**config.mk**
```make
export PLATFORM = sky130hd
export DESIGN_NAME = patdet_prog
export DESIGN_NICKNAME = d
export VERILOG_FILES = /design/src/rtl/patdet_prog.sv
export SDC_FILE = /design/constraint.sdc
export NUM_CORES = 1
export LEC_CHECK = 0
export CAP_MARGIN = 20
export CORE_ASPECT_RATIO = 1.4
export CORE_MARGIN = 3
export CORE_UTILIZATION = 27
export DETAILED_ROUTE_END_ITERATION = 8
export PLACE_DENSITY = 0.53
export SYNTH_ARGS = -nofsm -noshare
export SYNTH_HDL_FRONTEND = slang
export SYNTH_SLANG_ARGS = --single-unit
```
**constraint.sdc**
```tcl
create_clock -name clk_i -period 4.8 [get_ports clk_i]
set_clock_uncertainty 0.05 [all_clocks]
set_input_delay 0.48 -clock clk_i [delete_from_list [all_inputs] [get_ports clk_i]]
set_output_delay 0.48 -clock clk_i [all_outputs]
set_load 0.02 [all_outputs]
```
**src/rtl/patdet_prog.sv**
```systemverilog
// rtl/patdet_prog.sv - programmable serial pattern detector with optional match counter
// Optional feature macro: PATDET_PROG_COUNT_EN (saturating match counter on match_cnt_o)
module patdet_prog #(
   parameter int               PAT_W   = 8,
   parameter int               CNT_W   = 16,
   parameter logic [PAT_W-1:0] PAT_RST = 8'h1B,
   parameter int               LEN_RST = 5,
   localparam int              LW      = $clog2(PAT_W + 1)
) (
   input  logic             clk_i,
   input  logic             rst_ni,
   input  logic             din,
   input  logic             valid_i,
   input  logic             mode_ovl_i,
   input  logic             cfg_load_i,
   input  logic [PAT_W-1:0] pat_i,
   input  logic [LW-1:0]    len_i,
   output logic             pat_det_o,
   output logic [CNT_W-1:0] match_cnt_o
);

   // The oldest history bit shifts out before it could ever be compared, so it is not stored.
   logic [PAT_W-2:0] hist;
   logic [PAT_W-1:0] pat_q;
   logic [PAT_W-1:0] shifted;
   logic [PAT_W-1:0] mask;
   logic [LW-1:0]    fill;
   logic [LW-1:0]    len_q;
   logic [LW-1:0]    len_clamped;
   logic [LW-1:0]    fill_next;
   logic [LW:0]      fill_inc;
   logic             hit;

   always_comb begin
      shifted  = {hist, din};
      fill_inc = {1'b0, fill} + (LW+1)'(1);
      mask     = '0;
      for (int i = 0; i < PAT_W; i++) begin
         mask[i] = (i < int'(len_q));
      end
      hit = valid_i && !cfg_load_i &&
            (fill_inc >= {1'b0, len_q}) &&
            (((shifted ^ pat_q) & mask) == '0);
      if (hit && !mode_ovl_i) begin
         fill_next = '0;
      end else if (fill_inc > (LW+1)'(PAT_W)) begin
         fill_next = LW'(PAT_W);
      end else begin
         fill_next = fill_inc[LW-1:0];
      end
      len_clamped = ((len_i == '0) || (len_i > LW'(PAT_W))) ? LW'(PAT_W) : len_i;
   end

   always_ff @(posedge clk_i or negedge rst_ni) begin
      if (!rst_ni) begin
         hist      <= '0;
         fill      <= '0;
         pat_q     <= PAT_RST;
         len_q     <= LW'(LEN_RST);
         pat_det_o <= 1'b0;
      end else begin
         pat_det_o <= hit;
         if (cfg_load_i) begin
            pat_q <= pat_i;
            len_q <= len_clamped;
            fill  <= '0;
            hist  <= '0;
         end else if (valid_i) begin
            hist <= shifted[PAT_W-2:0];
            fill <= fill_next;
         end
      end
   end

`ifdef PATDET_PROG_COUNT_EN
   logic [CNT_W-1:0] cnt_q;

   always_ff @(posedge clk_i or negedge rst_ni) begin
      if (!rst_ni) begin
         cnt_q <= '0;
      end else if (cfg_load_i) begin
         cnt_q <= '0;
      end else if (hit && (cnt_q != '1)) begin
         cnt_q <= cnt_q + CNT_W'(1);
      end
   end

   assign match_cnt_o = cnt_q;
`else
   assign match_cnt_o = '0;
`endif

endmodule

```
==> results.yml, run 1 <==
floorplan:
  die_x_um: 66.8
  io_pins: 35
  core_mm2: 0.00492
  start_util: 0.284
  row_count: 30
  die_h_um: 91.1
  dieArea_mm2: 0.00608
clock_network:
  cts_buffers: 3
  path_clk_slew_ns: 0.08
  cts_max_level: 1
  cts_setup_buffers: 0
  cts_tree: "yes"
  clock_path_buffers: 2
  cts_resized: 0
  insertion_delay_ns: 0.26
  hold_buffers: 0
  cts_sinks: 24
  clockRootBuffer: "clkbuf_8"
yosys:
  syn_area_per_cell_um2: 10.3
  ys_types: 36
  ys_warn_count: 0
  netlist_area_mm2: 0.00140
  yosys.area.top_type: "dfrtp_1"
  synthCells: 136
  synth_top_area_frac: 0.323
  ys_ff_latch: 24
  yosysSeqAreaShare: 0.435
  netlist_top_cells_area: "dfrtp_1 32%, dfstp_2 11%, buf_4 8.6%"
setup_path:
  path_buf_inv: 0
  path_cells: "ha_1 -> nand2b_1 -> nand2_1 -> ha_1 -> a211oi_1 -> o21ai_0 -> nor4b_2 -> or2_1 -> o31ai_1"
  crit_fanout: 6
  crit_arrival_ns: 2.39
  crit_path_start_kind: "flip-flop"
  cpMostUsedCell: "ha_1"
  worstPathRequired_ns: 4.93
  end_kind: "flip-flop"
  cp_slowest_cell: "dfrtp_1"
  crit_family: "simple AND/OR/NAND/NOR gates"
  slowest_delay_ns: 0.44
  worstSetupPathType: "flip-flop to flip-flop"
global_route:
  gr-usage-all-layers: 0.0978
  grt_overflow_total: 0
  grt_first_pass_wirelength_um: 4600
  antenna_found_initial: 0
  grt_max_degree: 26
  first_global_vias: 1013
power:
  leakagePower_nw: 0.719
  p_per_area_mw_per_mm2: 269
  vdd_drop_max_mv: 0.0834
sta:
  setup_violations: 0
  fin_crit_ns: 2.26
  finalSetupTns_ns: 0
  final.period_utilization: 0.471
  fin_ws_ns: 2.54
  tightest_slew_ns: 0.873
  hold_viol_final: 0
  rsz0062_at_grt: "false"
  fmax_mhz: 442
  relSlewSlack: 0.416
  slew_violations: 0
placement:
  port_buffers: 18
  pre_cts_ws_ns: 2.40
  dpl.cell_count: 212
  gp_congestion: 0.738
final_layout:
  final_layout_size_suffix_gt1_frac: 0.131
  antenna-diode-count: 0
  post_layout_nonfiller_instances: 217
  area_growth_pct: 17.4
  layout_common_cells: "18 x dfrtp_1, 18 x clkdlybuf4s50_1, 16 x conb_1, 9 x nand2_1, 9 x nor2_1"
  nets: 177
route:
  drtAntennaViolNets: 0
  route.detailed.drc: 0
  drtPass1Iterations: 4
  viasPerCell: 4.50
  vias: 977
  wl_um: 2660
  first_iter_violations: 27
  wl_per_cell_um: 12.3
run:
  drv_cap: 0
min_path:
  min_path_type: "primary input to async pin"
status:
  outcome: "finished, final reports clean"
[sequential cells by signal, summed over array words and instances (netlist names)]
name and count:
fill 4, pat_q 8, len_q 4, hist 7, pat_det_o 1
[kinds of logic (layout without fill, tap and decap cells)]
logic type,count (synthesis),count (layout),synth area share
XOR/XNOR,9,9,0.0564
flip-flops,24,24,0.435
AND/OR/NAND/NOR,33,33,0.118
adder cells (fa/ha/maj),5,5,0.0448
multiplexers,15,15,0.115
buffers and inverters,25,27,0.116
other,1,16,0.00269
AO/OA/AOI/OAI,24,24,0.112
[routing by layer]
layer  up-vias  global-route usage  wire (um)
met4         0              0.0407         47
met1       472               0.107       1020
met5         -                   0          0
met3         5              0.0235        114
met2        21               0.174       1480
li1        479                   -          -
[synthesized netlist by cell type (all sizes together)]
master and n:
inv 4, buf 17, a21oi 1, a41oi 1, mux2 8, dfstp 6, or3 1, or2 1
ha 5, mux2i 7, xor2 5, nand3b 1, nor4b 1, nand3 2, nor4 2, a31oi 2
a2111oi 1, nand2b 4, o31ai 1, a211oi 1, o21a 1, conb 1, o22ai 3, a21o 1
dfrtp 18, nor2 9, nand2 9, clkbuf 4, a2bb2oi 1, o21ai 9, a211o 1, o221ai 1
xnor2 4, nor3 3
[through the flow]
step | util | instance area (um^2) | hold WS (ns) | power, mW
floorplan | - | 1450 | 0.134 | 0.301
global placement | 0.319 | 1570 | 0.457 | 0.320
detailed placement | 0.319 | 1570 | 0.474 | 0.322
CTS | 0.328 | 1610 | 0.493 | 0.444
global route | 0.333 | 1640 | 0.491 | 0.470
finish | 0.333 | 1640 | 0.464 | 0.440
[path summary, 6_finish.rpt]
path / from / endpoint / slack, ns / cells after the start
max: fill[0] / fill[0] / 2.54 / 9
min: rst_ni / fill[1] / 0.46 / 1
max reg2reg: fill[0] / fill[0] / 2.54 / 9
min reg2reg: pat_q[6] / pat_q[6] / 0.49 / 1
max in group asynchronous: rst_ni / pat_q[4] / 3.72 / 2
min in group clk_i: pat_q[6] / pat_q[6] / 0.49 / 1
[power breakdown]
part | internal [mW] | leakage [nW] | switching, mW
combinational | 0.0429 | 0.396 | 0.0449
clock | 0.0593 | 0.0228 | 0.0618
sequential | 0.218 | 0.300 | 0.0134
total | 0.320 | 0.719 | 0.120
[layout make-up]
cell class                 instances  area, um^2
multi-input combinational        102         683
timing repair buffer              19         208
sequential                        24         608
fill                             529        3280
inverter                           4        15.0
clock buffer                       4        45.0
tap                               64        80.1
(Power assumes the default switching activity.)
==> run 2, diff against run 1 <==
--- a/config.mk
+++ b/config.mk
@@ -10,7 +10,7 @@
 export CORE_MARGIN = 3
 export CORE_UTILIZATION = 27
 export DETAILED_ROUTE_END_ITERATION = 8
-export PLACE_DENSITY = 0.53
+export PLACE_DENSITY = 0.55
 export SYNTH_ARGS = -nofsm -noshare
 export SYNTH_HDL_FRONTEND = slang
 export SYNTH_SLANG_ARGS = --single-unit
==> constraint.sdc (replaced) <==
create_clock -name clk_i -period 2 [get_ports clk_i]
set_clock_uncertainty 0.05 [all_clocks]
set_input_delay 0.2 -clock clk_i [delete_from_list [all_inputs] [get_ports clk_i]]
set_output_delay 0.2 -clock clk_i [all_outputs]
set_load 0.02 [all_outputs]
==> run 2 against run 1 <==
Net effect:
- the run now ends with negative setup slack left
- die area unchanged
- combinational power increased to 3.2 times the previous value
- non-clock buffer count rose by 11
- first-iteration DRC count decreased by 56%
- final area up 12%
- final cell count is 5.1% higher
- sequential power up 140%
- sequential cell count unchanged
- clock power increased to 2.7 times the previous value
- critical path depth did not move
- core utilization up 4.1 points
- count of clock-buffer cells in the layout unchanged
==> results.yml, run 2 (synthesized netlist as in run 1, its figures left out) <==
clock_network:
  path_clk_slew_ns: 0.08
  cts_buffers: 3
  cts_max_level: 1
  clockRootBuffer: "clkbuf_8"
  cts_tree: "yes"
  cts_sinks: 24
  clock_path_buffers: 2
  insertion_delay_ns: 0.26
status:
  outcome: "complete, but fails checks"
  violations: "negative setup slack"
sta:
  fin_hold_ws_ns: 0.241
  finalSetupTns_ns: -0.0559
  rsz0062_at_grt: "true"
  final.period_utilization: 1.03
  fin_crit_ns: 2.06
  fin_ws_ns: -0.0559
  setup_violations: 1
  fmax_mhz: 486
  hold_viol_final: 0
  slew_violations: 0
floorplan:
  die_h_um: 91.1
  core_mm2: 0.00492
  row_count: 30
  dieArea_mm2: 0.00608
  start_util: 0.284
  die_x_um: 66.8
  io_pins: 35
final_layout:
  top_regs: "pat_q x8, hist x7"
  layout_common_cells: "18 x clkdlybuf4s50_1, 16 x conb_1, 16 x dfrtp_1, 11 x buf_4, 9 x nor2_1"
  final_layout_size_suffix_gt1_frac: 0.293
  antenna-diode-count: 0
  final_common_cell: "clkdlybuf4s50_1"
  fin_area_mm2: 0.00184
  post-route-util: 0.375
  largest_reg_flops: 8
  nets: 188
  regMostFlops: "pat_q"
  area_growth_pct: 32.0
placement:
  port_buffers: 18
  gp_congestion: 0.819
  hpwl_um: 2240
  place_area_mm2: 0.00163
power:
  p_per_area_mw_per_mm2: 628
  vdd_drop_max_mv: 0.301
  leakagePower_nw: 0.798
  power_mw: 1.16
setup_path:
  worst-r2r-setup-slack_ns: -0.06
  crit_path_start: "fill[0]"
  end_kind: "flip-flop"
  worstPathRequired_ns: 2.13
  crit_path_end: "fill[0]"
  crit_fanout: 3
  worstSetupPathType: "flip-flop to flip-flop"
  r2r_cells: 9
  crit_arrival_ns: 2.18
  crit_path_start_kind: "flip-flop"
  reg2reg_from: "fill[0]"
  r2r_end: "fill[0]"
global_route:
  grt_first_pass_wirelength_um: 4760
  gr-usage-all-layers: 0.102
  grt_overflow_total: 0
  first_global_vias: 1071
  antenna_found_initial: 0
  grt_max_degree: 25
route:
  route.met2.wl_um: 1740
  wl_met3_um: 103
  viasPerCell: 4.39
  drtPass1Iterations: 2
  topRoutingLayerUsed: "met4"
  first_iter_violations: 12
  route.detailed.drc: 0
  drtAntennaViolNets: 0
  wl_met1_um: 1070
  wl_per_cell_um: 13.0
  wl_um: 2970
  vias: 1001
min_path:
  min_path_type: "primary input to async pin"
run:
  drv_cap: 0
[run 2: layer usage]
| metal | vias to the layer above | global-route usage |
|---|---|---|
| met4 | 0 | 0.0508 |
| met5 | - | 0 |
| li1 | 499 | - |
| met1 | 474 | 0.0990 |
| met2 | 21 | 0.197 |
| met3 | 7 | 0.0149 |
[run 2: layout make-up]
cell class | instances | area, um^2
repair buffers | 30 | 274
fillers | 490 | 3070
well taps | 64 | 80.1
clock buffers | 4 | 55.1
flip-flops and latches | 24 | 611
multi-input cells | 102 | 808
inverters | 4 | 15.0
[run 2: critical path: stages, from the launching register on]
cell and delay (ns):
dfrtp_1 0.41, ha_4 0.19, nand2b_4 0.15, nand2_4 0.06, ha_4 0.16, a211oi_2 0.21
o21ai_1 0.10, nor4b_4 0.14, or2_4 0.28, o31ai_2 0.23
[run 2: per-stage QoR]
stage / setup slack (ns) / cells
floorplan: 0.0171 / 151
CTS: -0.0307 / 225
global route: -0.131 / 228
global placement: -0.0304 / 221
finish: -0.0559 / 228
detailed placement: -0.0671 / 221
[run 2: how the worst min path moves through the flow]
stage                        from   endpoint  slack, ns  cells after the start
after floorplan            rst_ni    fill[0]      -0.15                      0
after global placement    fill[1]    fill[1]       0.45                      2
after detailed placement  fill[1]    fill[1]       0.48                      2
after CTS                  rst_ni  pat_det_o       0.27                      2
after global routing       rst_ni    fill[3]       0.26                      2
final                      rst_ni    fill[3]       0.24                      2
[run 2: power breakdown]
part           total, mW  switching [mW]  leakage, nW  internal [mW]
sequential         0.551          0.0273        0.297          0.524
clock              0.325           0.149       0.0288          0.176
combinational      0.282           0.138        0.472          0.144
[run 2: what timing repair did]
action | CTS | global route
gates cloned | 0 | 0
pin swaps | 1 | 7
setup endpoints to repair | 4 | 5
hold buffers | 0 | 0
buffers inserted | 0 | 3
gates resized for setup | 7 | 18
